--- config.mk ---
export PLATFORM = sky130hd
export DESIGN_NAME = frame_sequencer_flat
export DESIGN_NICKNAME = d
export VERILOG_FILES = /design/src/rtl/frame_sequencer_if.sv /design/src/rtl/frame_sequencer.sv /design/src/flat_wrapper.sv
export SDC_FILE = /design/constraint.sdc
export NUM_CORES = 1
export LEC_CHECK = 0
export ABC_AREA = 1
export CORE_MARGIN = 2
export CORE_UTILIZATION = 61
export DETAILED_ROUTE_END_ITERATION = 10
export GPL_TIMING_DRIVEN = 0
export HOLD_SLACK_MARGIN = 0.03
export PLACE_DENSITY = 0.95
export SLEW_MARGIN = 20
export SYNTH_ARGS = -nofsm -noshare
export SYNTH_HDL_FRONTEND = slang
export SYNTH_SLANG_ARGS = --single-unit
--- constraint.sdc ---
create_clock -name clk -period 5.16 [get_ports clk]
set_input_delay 1.032 -clock clk [delete_from_list [all_inputs] [get_ports clk]]
set_output_delay 1.032 -clock clk [all_outputs]
set_load 0.02 [all_outputs]
--- src/rtl/frame_sequencer_if.sv ---
// Handshake/bus bundle between the frame sequencer and the pixel pipeline
// (parse, rgb2gray, frame buffer, sobel, VGA).
interface frame_sequencer_if #(
   parameter int ADDR_W = 17
);
   logic              hdr_valid;
   logic [15:0]       width;
   logic [15:0]       height;
   logic              pix_valid;
   logic [7:0]        gray_in;
   logic              buf_we;
   logic [ADDR_W-1:0] buf_addr;
   logic [7:0]        buf_wdata;
   logic              sobel_start;
   logic              sobel_ready;
   logic              disp_en;
   logic              frame_done;
   logic              busy;
   logic              err;

   modport master (
      output hdr_valid, width, height, pix_valid, gray_in, sobel_ready,
      input  buf_we, buf_addr, buf_wdata, sobel_start, disp_en, frame_done, busy, err
   );

   modport slave (
      input  hdr_valid, width, height, pix_valid, gray_in, sobel_ready,
      output buf_we, buf_addr, buf_wdata, sobel_start, disp_en, frame_done, busy, err
   );
endinterface

--- src/rtl/frame_sequencer.sv ---
// Sequences one frame: header latch, raster pixel writes into the frame buffer,
// sobel kick-off once the frame is complete, then display enable.
module frame_sequencer #(
   parameter int MAX_W  = 320,
   parameter int MAX_H  = 240,
   parameter int ADDR_W = 17
) (
   input logic               clk,
   input logic               reset,
   frame_sequencer_if.slave  bus
);
   typedef enum logic [1:0] {IDLE, LOAD, FILTER, SHOW} state_t;

   localparam logic [15:0] MAX_W16 = 16'(MAX_W);
   localparam logic [15:0] MAX_H16 = 16'(MAX_H);

   state_t            state_q, state_d;
   logic [15:0]       w_q, w_d, h_q, h_d, x_q, x_d, y_q, y_d;
   logic [ADDR_W-1:0] addr_q, addr_d;
   logic              buf_we_q, buf_we_d;
   logic [ADDR_W-1:0] buf_addr_q, buf_addr_d;
   logic [7:0]        buf_wdata_q, buf_wdata_d;
   logic              sobel_start_q, sobel_start_d;
   logic              disp_en_q, disp_en_d;
   logic              frame_done_q, frame_done_d;
   logic              busy_q, busy_d;
   logic              err_q, err_d;
   logic              hdr_ok;

   assign hdr_ok = (bus.width != 16'd0) && (bus.height != 16'd0) &&
                   (bus.width <= MAX_W16) && (bus.height <= MAX_H16);

   always_comb begin
      state_d     = state_q;
      w_d         = w_q;
      h_d         = h_q;
      x_d         = x_q;
      y_d         = y_q;
      addr_d      = addr_q;
      buf_we_d    = 1'b0;
      buf_addr_d  = buf_addr_q;
      buf_wdata_d = buf_wdata_q;
      err_d       = 1'b0;

      // A header takes priority over everything, including a same-cycle pixel.
      if (bus.hdr_valid) begin
         if (hdr_ok) begin
            w_d     = bus.width;
            h_d     = bus.height;
            x_d     = 16'd0;
            y_d     = 16'd0;
            addr_d  = '0;
            state_d = LOAD;
         end else begin
            err_d   = 1'b1;
            state_d = IDLE;
         end
      end else begin
         case (state_q)
            LOAD: begin
               if (bus.pix_valid) begin
                  buf_we_d    = 1'b1;
                  buf_addr_d  = addr_q;
                  buf_wdata_d = bus.gray_in;
                  if (x_q == w_q - 16'd1) begin
                     x_d = 16'd0;
                     y_d = y_q + 16'd1;
                     if (y_q == h_q - 16'd1) begin
                        // Last pixel: addr stays at w*h-1.
                        state_d = FILTER;
                     end else begin
                        addr_d = addr_q + ADDR_W'(1);
                     end
                  end else begin
                     x_d    = x_q + 16'd1;
                     addr_d = addr_q + ADDR_W'(1);
                  end
               end
            end
            FILTER: begin
               // sobel_start_q marks the first FILTER cycle, where ready is ignored.
               if (!sobel_start_q && bus.sobel_ready) state_d = SHOW;
            end
            default: ;
         endcase
      end

      sobel_start_d = (state_q == LOAD) && (state_d == FILTER);
      frame_done_d  = (state_q != SHOW) && (state_d == SHOW);
      disp_en_d     = (state_d == SHOW);
      busy_d        = (state_d == LOAD) || (state_d == FILTER);
   end

   always_ff @(posedge clk) begin
      if (reset) begin
         state_q       <= IDLE;
         w_q           <= 16'd0;
         h_q           <= 16'd0;
         x_q           <= 16'd0;
         y_q           <= 16'd0;
         addr_q        <= '0;
         buf_we_q      <= 1'b0;
         buf_addr_q    <= '0;
         buf_wdata_q   <= 8'd0;
         sobel_start_q <= 1'b0;
         disp_en_q     <= 1'b0;
         frame_done_q  <= 1'b0;
         busy_q        <= 1'b0;
         err_q         <= 1'b0;
      end else begin
         state_q       <= state_d;
         w_q           <= w_d;
         h_q           <= h_d;
         x_q           <= x_d;
         y_q           <= y_d;
         addr_q        <= addr_d;
         buf_we_q      <= buf_we_d;
         buf_addr_q    <= buf_addr_d;
         buf_wdata_q   <= buf_wdata_d;
         sobel_start_q <= sobel_start_d;
         disp_en_q     <= disp_en_d;
         frame_done_q  <= frame_done_d;
         busy_q        <= busy_d;
         err_q         <= err_d;
      end
   end

   assign bus.buf_we      = buf_we_q;
   assign bus.buf_addr    = buf_addr_q;
   assign bus.buf_wdata   = buf_wdata_q;
   assign bus.sobel_start = sobel_start_q;
   assign bus.disp_en     = disp_en_q;
   assign bus.frame_done  = frame_done_q;
   assign bus.busy        = busy_q;
   assign bus.err         = err_q;
endmodule

--- src/flat_wrapper.sv ---
// flat-port wrapper written by rule: the top's interface ports become plain ports
module frame_sequencer_flat 
#(
   parameter int MAX_W  = 320,
   parameter int MAX_H  = 240,
   parameter int ADDR_W = 17
)
  (clk, reset, bus_hdr_valid, bus_width, bus_height, bus_pix_valid, bus_gray_in, bus_sobel_ready, bus_buf_we, bus_buf_addr, bus_buf_wdata, bus_sobel_start, bus_disp_en, bus_frame_done, bus_busy, bus_err);
  frame_sequencer_if #(.ADDR_W(ADDR_W)) bus_i ();
  input logic clk;
  input logic reset;
  input wire logic [$bits(bus_i.hdr_valid)-1:0] bus_hdr_valid;
  input wire logic [$bits(bus_i.width)-1:0] bus_width;
  input wire logic [$bits(bus_i.height)-1:0] bus_height;
  input wire logic [$bits(bus_i.pix_valid)-1:0] bus_pix_valid;
  input wire logic [$bits(bus_i.gray_in)-1:0] bus_gray_in;
  input wire logic [$bits(bus_i.sobel_ready)-1:0] bus_sobel_ready;
  output wire logic [$bits(bus_i.buf_we)-1:0] bus_buf_we;
  output wire logic [$bits(bus_i.buf_addr)-1:0] bus_buf_addr;
  output wire logic [$bits(bus_i.buf_wdata)-1:0] bus_buf_wdata;
  output wire logic [$bits(bus_i.sobel_start)-1:0] bus_sobel_start;
  output wire logic [$bits(bus_i.disp_en)-1:0] bus_disp_en;
  output wire logic [$bits(bus_i.frame_done)-1:0] bus_frame_done;
  output wire logic [$bits(bus_i.busy)-1:0] bus_busy;
  output wire logic [$bits(bus_i.err)-1:0] bus_err;
  assign bus_i.hdr_valid = bus_hdr_valid;
  assign bus_i.width = bus_width;
  assign bus_i.height = bus_height;
  assign bus_i.pix_valid = bus_pix_valid;
  assign bus_i.gray_in = bus_gray_in;
  assign bus_i.sobel_ready = bus_sobel_ready;
  assign bus_buf_we = bus_i.buf_we;
  assign bus_buf_addr = bus_i.buf_addr;
  assign bus_buf_wdata = bus_i.buf_wdata;
  assign bus_sobel_start = bus_i.sobel_start;
  assign bus_disp_en = bus_i.disp_en;
  assign bus_frame_done = bus_i.frame_done;
  assign bus_busy = bus_i.busy;
  assign bus_err = bus_i.err;
  frame_sequencer #(.MAX_W(MAX_W), .MAX_H(MAX_H), .ADDR_W(ADDR_W)) u_core (.clk(clk), .reset(reset), .bus(bus_i));
endmodule
==> results_dict.tcl <==
set metrics [dict create \
    yosys_warnings 0 \
    path_max_fanout 10 \
    grt_max_degree 17 \
    start_util_pct 62.9 \
    syn_inst 990 \
    crit_arrival_ns 3.77 \
    synth_mux_area_share_pct 0 \
    dieArea_sq_um 11500 \
    grt-ovfl-total 0 \
    powerDensity_nw_per_um2 266 \
    cts-root-buf "clkbuf_8" \
    p_leak_uw 0.00342 \
    rsz0062_at_grt "no" \
    yosysSeqAreaShare_pct 35.1 \
    htreeDepth 4 \
    cts_tree "built" \
    synthFlopType "dfxtp_1" \
    p_total_uw 2130 \
    hold_path_class "register to register" \
    cts_setup_buffers 0 \
    critPathLaunchType "input pin" \
    fmaxAchievable_mhz 299 \
    antenna_left 0 \
    syn_nets 1044 \
    status "complete, no violations" \
    synth_top_family_by_area "simple AND/OR/NAND/NOR gates" \
    synth-simple-area-share_pct 36.2 \
    coreArea_sq_um 10300 \
    drt-initial-drc-count 606 \
    insertion_delay_ns 0.54 \
    cts_resized 0 \
    end_kind "register" \
    die_h_um 107 \
    cts_buffers 17 \
    holdBufCountCts 0 \
    vias 6916 \
    gp_congestion 0.958 \
    port_buffers 74 \
    clock_path_buffers 2 \
    ios 76 \
    ys_types 39 \
    syn_area_sq_um 6500 \
    clock-skew-final_ns 0.00863 \
    die_w_um 107 \
    num_rows 37 \
    synth_compound_area_share_pct 11.0 \
    drive_gt1_share_pct 5.75 \
    n_antenna_cell 0 \
    maxSlewViolCount 0 \
    synth_edf_count 0 \
    worstSetupPathType "input pin to register" \
    async_flop_share_pct 0 \
    path_clk_slew_ns 0.06 \
    track_usage_pct 33.0 \
    grt_pass1_vias 6501 \
    setup_tns_ns 0 \
    hold_violations 0 \
    antenna_found_initial 0 \
    area_growth_pct 23.0 \
    vias_per_cell 5.62 \
    nNetsFinal 1137 \
    fin_crit_ns 3.35 \
    synth_fa_ha_area_share_pct 1.73 \
    totalWireLength_um 18200 \
    worst_pin_slew_ns 0.689 \
    synth_xor_area_share_pct 7.07 \
    max_slew_margin_pct 54.0 \
    drc_errors 0 \
    cap_violations 0 \
    hpwl_um 13100 \
    grt_pass1_wl_um 29900 \
    post-route-period-util_pct 64.8 \
    cp.required_ns 5.59 \
    ir_drop_uv 292 \
    routedWlPerCell_um 14.8 \
    first_pass_iters 6 \
    avgSynthCellArea_sq_um 6.56 \
    setup_viol 0 \
    synth-seq-cells 114 \
    numClockSinks 114 \
]
## layer usage
metal  wire length (um)  part of all wire [%]  vias up  global-route usage, %
li1                   -                     -     3385                      -
met1               7560                    42     3148                   40.5
met2               8380                    46      316                   53.6
met3               1700                   9.3       67                   8.75
met4                566                   3.1        0                   16.1
met5                  0                     0        -                      0
## critical path: stages
cell and delay [ns]:
clkdlybuf4s50_1 0.45, nor4_2 0.60, or2_2 0.21, inv_1 0.04, nor3_2 0.21, nand3_2 0.23
nand2_2 0.26, o21ai_2 0.14, nand2_1 0.23, buf_2 0.28, nor2_1 0.08
## metrics by stage
stage	std cells	setup WS, ns	utilization [%]	hold slack [ns]	cell area, sq um
2_1_floorplan	990	2.51	-	0.448	6500
3_3_place_gp	1200	1.47	71.8	0.461	7410
3_5_place_dp	1200	1.44	71.8	0.471	7410
4_1_cts	1231	1.96	77.4	0.479	7990
5_1_grt	1231	1.64	77.4	0.494	7990
6_report	1231	1.81	77.4	0.479	7990
## cells by family after synthesis
logic type | Yosys count
AND/OR/NAND/NOR | 532
flip-flops | 114
XOR/XNOR | 50
buffers and inverters | 149
adder cells (fa/ha/maj) | 9
AO/OA/AOI/OAI | 136
## layout by cell type, fill, tap and decap left out, drive strengths merged
| cell type | n |
|---|---|
| xnor3 | 1 |
| xnor2 | 11 |
| clkbuf | 45 |
| o2111ai | 2 |
| nor4 | 12 |
| nand2 | 216 |
| and2 | 1 |
| nand4 | 21 |
| clkinv | 4 |
| inv | 115 |
| nor3 | 30 |
| nand3b | 9 |
| or2 | 4 |
| a21boi | 1 |
| dfxtp | 114 |
| bufinv | 3 |
| a21oi | 66 |
| xor2 | 38 |
| nor3b | 1 |
| clkinvlp | 3 |
| ha | 9 |
| nor2 | 157 |
| nand3 | 79 |
| and3 | 2 |
| o21ai | 66 |
| buf | 10 |
| a211oi | 1 |
| clkdlybuf4s50 | 74 |
## synthesized netlist by cell type, types with 2 or more instances
master     count  area [sq um]
a21oi_1       65           325
o21ai_1        3          15.0
and3_1         2          12.5
nor2_4         3          33.8
buf_1          2          7.51
nand2_2        6          37.5
inv_2          2          7.51
nor4_1        10          62.6
xor2_1        37           324
or2_1          2          12.5
nand2_1      210           788
clkbuf_1      23          86.3
nand3_2        3          30.0
nor3_2         2          20.0
ha_1           9           113
nor3_1        28           140
nand3b_1       9          67.6
xnor2_1       11          96.3
buf_2          4          20.0
nor4_2         2          25.0
nor2_1       151           567
buf_4          4          30.0
o2111ai_1      2          17.5
inv_1        113           424
nand4_1       21           131
nand3_1       76           380
or2_2          2          12.5
o21ai_0       61           305
dfxtp_1      114          2280
o21ai_2        2          17.5
nor2_2         3          18.8
## registers in the layout (all words and copies together) (netlist names), 2 cells and up
name	cells
u_core.addr_q	17
u_core.bus.buf_addr	17
u_core.bus.buf_wdata	8
u_core.h_q	16
u_core.state_q	2
u_core.w_q	16
u_core.x_q	16
u_core.y_q	16
## worst paths after layout
check | start | end | slack [ns] | cells past startpoint
hold / removal | u_core.w_q[15] | u_core.w_q[15] | 0.48 | 2
setup / recovery | bus_height[0] | u_core.x_q[9] | 1.81 | 11
setup reg to reg | u_core.state_q[1] | u_core.x_q[9] | 2.23 | 10
hold reg to reg | u_core.w_q[15] | u_core.w_q[15] | 0.48 | 2
## where the power goes
part / switching, uW / internal (uW)
clock network: 407 / 756
registers: 0.136 / 881
logic: 44.2 / 37.8
## cell type report
class / instances / area [sq um]
Sequential cell: 114 / 2280
Clock buffer: 22 / 453
Clock inverter: 9 / 131
Timing Repair Buffer: 74 / 741
Multi-Input combinational cell: 727 / 3640
Buffer: 33 / 144
Fill cell: 747 / 2330
Inverter: 116 / 435
Tap cell: 136 / 170
No activity file was read; power rests on OpenSTA's default activity.
==> RTL edit 1, RTL diff (same settings) <==
`ADDR_W` is set to 17 in 3 places; all go to 25.
--- a/src/rtl/frame_sequencer_if.sv
+++ b/src/rtl/frame_sequencer_if.sv
@@ -3,3 +3,3 @@
 interface frame_sequencer_if #(
-   parameter int ADDR_W = 17
+   parameter int ADDR_W = 25
 );
--- a/src/rtl/frame_sequencer.sv
+++ b/src/rtl/frame_sequencer.sv
@@ -5,3 +5,3 @@
    parameter int MAX_H  = 240,
-   parameter int ADDR_W = 17
+   parameter int ADDR_W = 25
 ) (
--- a/src/flat_wrapper.sv
+++ b/src/flat_wrapper.sv
@@ -5,3 +5,3 @@
    parameter int MAX_H  = 240,
-   parameter int ADDR_W = 17
+   parameter int ADDR_W = 25
 )
Ports: changed (resized bus_buf_addr); port bits go from 76 to 84. No check against the original RTL was run, so the function may have changed too.
==> RTL edit 1 against the unedited design <==
- synthesized area grew 16%
- total power grew 5.2%
- sequential cell count grew 16
- routed wire length grew 19%
- sequential share of layout area is essentially flat
- setup slack gained 0.028 ns
- final area grew 14%
- worst hold slack lost 0.0027 ns
- register-to-register slack lost 0.03 ns
- critical path type unchanged
- critical endpoint is now u_core.x_q[12]
==> RTL edit 1: results (changes against the unedited design) <==
[global_routing]
grt_max_degree=17  ; unchanged
grt_usage_pct=32.9  ; was 33.0%
grt_pass1_wl_mm=34.7  ; was 29.9 mm
antenna_found_initial=0  ; unchanged
first_global_vias=7566  ; was 6501
gr-total-overflow=0  ; unchanged

[detailed_routing]
via_count=7984  ; was 6916
wl_met3_mm=1.64  ; was 1.70 mm
routed_wl_mm=21.6  ; was 18.2 mm
wl_met1_mm=8.65  ; was 7.56 mm
route.met2.wl_mm=10.3  ; was 8.38 mm
drt_first_pass_iters=6  ; unchanged
drt_iter0_drc=693  ; was 606
highest_layer=met4  ; unchanged

[yosys]
synth-async-reset-ratio_pct=0  ; unchanged
ys_top_cells_by_count=215 x nand2_1, 200 x nor2_1, 130 x dfxtp_1  ; was 210 x nand2_1, 151 x nor2_1, 114 x dfxtp_1
synth_xor_area_share_pct=7.42  ; was 7.07%
syn_avg_cell_area_um2=6.62  ; was 6.56 µm²
synth_nets=1196  ; was 1044
seq_area_frac_synth_pct=34.4  ; was 35.1%
muxShareOfSynthArea_pct=0  ; unchanged
synth_cell_types=44  ; was 39
netlist_top_cells_area=dfxtp_1 34%, nand2_1 11%, nor2_1 9.9%, nand3_1 6.5%, xor2_1 5.4%  ; was dfxtp_1 35%, nand2_1 12%, nor2_1 8.7%, inv_1 6.5%, nand3_1 5.9%
synth_fa_ha_area_share_pct=1.49  ; was 1.73%
ys.warnings.count=0  ; unchanged
synth-compound-area-share_pct=10.7  ; was 11.0%
ys.flop_type=dfxtp_1  ; unchanged

[place]
place_congestion=1.02  ; was 0.958
place_area_mm2=0.00858  ; was 0.00741 mm²
hpwl_mm=15.9  ; was 13.1 mm
portBuffers=81  ; was 74

[worst_setup_path]
worstPathMaxFanout=10  ; unchanged
cp_slowest_cell=clkdlybuf4s50_1  ; was nor4_2
crit_path_max_incr_delay_ns=0.46  ; was 0.60 ns
crit_arrival_ns=3.65  ; was 3.77 ns
r2r_slack_ns=2.20  ; was 2.23 ns

[power]
vdd_ir_drop_max_mv=0.209  ; was 0.292 mV
p_sw_share_pct=22.2  ; was 21.2%
power_leakage_nw=3.86  ; was 3.42 nW

[final_layout]
drive_above_1_share_pct=7.26  ; was 5.75%
antennaDiodeCount=0  ; unchanged
layout.nets=1296  ; was 1137
fin_cells=1421  ; was 1231

[status]
status=completed  ; unchanged

[cts]
cts_buffers=17  ; unchanged
clock_path_buffers=2  ; unchanged
clkLatencyLatePin_ns=0.43  ; was 0.54 ns
cts.clk_slew.worst_paths_ns=0.06  ; about the same
cts-root-buf=clkbuf_16  ; was clkbuf_8

[hold_path]
hold_class=register to register  ; unchanged

[timing]
hold_viol_final=0  ; unchanged
worst_slew_pin_slew_ns=0.713  ; was 0.689 ns
clock_skew_ns=0.00893  ; was 0.00863 ns

[RTL edit 1: cell count changes in the layout (fill, tap and decap cells not counted), moves of 7 or more]
cell	change
xor2_1	+10
nand3_1	+22
clkbuf_1	+9
clkdlybuf4s50_1	+7
dfxtp_1	+16
nand2_2	+10
nor4_1	+8
nor2_1	+49
a21oi_2	+11
a21oi_1	-8
[RTL edit 1: path summary, 6_finish.rpt]
check                                         endpoint  depth (start not counted)                    from
worst max-delay path                    u_core.x_q[12]                         14            bus_width[0]
worst min-delay path            u_core.bus.buf_addr[0]                          2  u_core.bus.buf_addr[0]
worst min register to register  u_core.bus.buf_addr[0]                          2  u_core.bus.buf_addr[0]
worst max register to register           u_core.y_q[5]                         17           u_core.w_q[0]
[RTL edit 1: tightest hold or removal path: cells and delay by family (launching register included)]
family | cells | cell delay, ns
AND/OR/NAND/NOR | 2 | 0.12
flip-flops | 1 | 0.31
[RTL edit 1: metrics by stage]
stage                     worst slack [ns]  hold slack [ns]
after detailed placement              1.49            0.472
final                                 1.84            0.477
after floorplan                       2.51            0.448
after CTS                             1.90            0.483
after global routing                  1.65            0.504
after global placement                1.63            0.460
[RTL edit 1: metal layers]
| metal | up-vias | track usage, % |
|---|---|---|
| met1 | 3641 | 37.9 |
| li1 | 3907 | - |
| met3 | 93 | 7.17 |
| met2 | 343 | 55.8 |
| met5 | - | 0 |
| met4 | 0 | 20.1 |
[RTL edit 1: area by class of cell]
class | instances | area (µm²)
multi-input cells | 853 | 4330
fillers | 900 | 2930
flip-flops and latches | 130 | 2600
repair buffers | 81 | 811
inverters | 116 | 435
clock buffers | 19 | 433
well taps | 168 | 210
plain buffers | 43 | 186
clock inverters | 11 | 116
[RTL edit 1: logic make-up after synthesis]
kind of cell / count (synthesis)
AOI/OAI and AO/OA: 148
xor gates and xnor gates: 64
adders and majority gates: 9
buffers and inverters: 159
DFF: 130
and+or+nand+nor: 632
[RTL edit 1: power groups by stage]
stage               sequential [mW]  combinational (mW)  clock, mW
CTS                            1.00              0.0817       1.15
detailed placement             1.03              0.0806          0
global route                   1.00              0.0890       1.19
floorplan                      1.03              0.0293          0
global placement               1.03              0.0795          0
finish                         1.00              0.0835       1.15
==> RTL edit 2, RTL diff (config.mk and constraints unchanged) <==
Made on the original files. Take the reset off `x_q` and load it in a clocked block of its own.
--- a/src/rtl/frame_sequencer.sv
+++ b/src/rtl/frame_sequencer.sv
@@ -98,3 +98,2 @@
          h_q           <= 16'd0;
-         x_q           <= 16'd0;
          y_q           <= 16'd0;
@@ -113,3 +112,2 @@
          h_q           <= h_d;
-         x_q           <= x_d;
          y_q           <= y_d;
@@ -127,2 +125,6 @@
 
+   always_ff @(posedge clk) begin
+      x_q <= x_d;
+   end
+
    assign bus.buf_we      = buf_we_q;
Formal check against the unedited RTL: same outputs for any inputs over 4 cycles, from zero or initial values and one cycle with reset high; that may be too few to reach the edited logic, so the function may still have changed.
==> RTL edit 2 against the unedited design <==
- final area is 2.0% higher
- maximum frequency increased by 9.0%
- register-to-register slack better by 0.26 ns
- synthesized area is 2.0% higher
- sequential cell count stayed put
- total power increased by 2.7%
- routed wire length fell by 4.9%
- setup slack improved by 0.28 ns
- critical path depth grew 3
- count of clock-buffer cells in the layout fell by 3
- sequential share of layout area increased by 1.4 points
- critical endpoint is now u_core.y_q[5]
- highest routed layer unchanged
==> RTL edit 2: results (changes against the unedited design) <==
[place]
place_congestion=0.970  ; was 0.958
portBuffers=75  ; was 74
hpwl_mm=12.4  ; was 13.1 mm

[final_layout]
layout.nets=1107  ; was 1137
multi_input_cells=675  ; was 727
n_all_inverters=140  ; was 116
final-nonclk-buf-share_pct=11.0  ; was 11.1%
clk_share_pct=7.35  ; was 7.31%
multi_input_area_mm2=0.00351  ; was 0.00364 mm²

[worst_setup_path]
r2r-end=u_core.y_q[13]  ; was u_core.x_q[9]
startpoint=bus_height[8]  ; was bus_height[0]
rr_startpoint=u_core.w_q[0]  ; was u_core.state_q[1]
worstPathMaxFanout=21  ; was 10
reg2reg_depth=15  ; was 10
crit_path_max_incr_delay_ns=0.52  ; was 0.60 ns
endpoint=u_core.y_q[5]  ; was u_core.x_q[9]

[power]
vdd_ir_drop_max_mv=0.295  ; was 0.292 mV
power_leakage_nw=3.43  ; was 3.42 nW

[global_routing]
use_met1_pct=36.5  ; was 40.5%
use_met3_pct=8.38  ; was 8.75%
grt_max_degree=22  ; was 17
first_global_vias=6403  ; was 6501
grt_usage_pct=31.2  ; was 33.0%
grt_pass1_wl_mm=28.7  ; was 29.9 mm

[hold_path]
min_from=u_core.bus.buf_wdata[2]  ; was u_core.w_q[15]
min_delay_worst_endpoint=u_core.bus.buf_wdata[2]  ; was u_core.w_q[15]

[status]
status=completed  ; unchanged

[detailed_routing]
route.met2.wl_mm=8.52  ; was 8.38 mm
drt_first_pass_iters=5  ; was 6
drt_iter0_drc=440  ; was 606

[yosys]
ys_top_cells_by_count=187 x nand2_1, 138 x nor2_1, 136 x inv_1  ; was 210 x nand2_1, 151 x nor2_1, 114 x dfxtp_1
netlist_top_cells_area=dfxtp_1 30%, nand2_1 11%, nor2_1 7.8%, inv_1 7.7%, edfxtp_1 7.2%  ; was dfxtp_1 35%, nand2_1 12%, nor2_1 8.7%, inv_1 6.5%, nand3_1 5.9%
synth_enable_flop_cells=16  ; was 0
synth_xor_area_share_pct=7.25  ; was 7.07%
synth_cell_types=48  ; was 39
synth-compound-area-share_pct=11.0  ; about the same
synth_nets=1013  ; was 1044

[timing]
period_minus_slack_ns=3.07  ; was 3.35 ns
clock_skew_ns=0.00780  ; was 0.00863 ns

[RTL edit 2: stage by stage]
stage / hold WS, ns / utilization [%] / total power [mW] / cells / area [µm²]
2_1_floorplan: 0.448 / - / 0.952 / 959 / 6630
3_3_place_gp: 0.431 / 70.6 / 1.00 / 1174 / 7550
3_5_place_dp: 0.437 / 70.6 / 1.00 / 1174 / 7550
4_1_cts: 0.448 / 76.2 / 2.19 / 1206 / 8150
5_1_grt: 0.468 / 76.2 / 2.24 / 1206 / 8150
6_report: 0.446 / 76.2 / 2.18 / 1206 / 8150
[RTL edit 2: power by group]
| group | switching (mW) | total [mW] | internal [mW] | leakage (nW) |
|---|---|---|---|---|
| combinational | 0.0473 | 0.0877 | 0.0405 | 2.20 |
| clock | 0.461 | 1.20 | 0.736 | 0.292 |
| sequential | 0.0000851 | 0.899 | 0.899 | 0.935 |
| total | 0.508 | 2.18 | 1.68 | 3.43 |
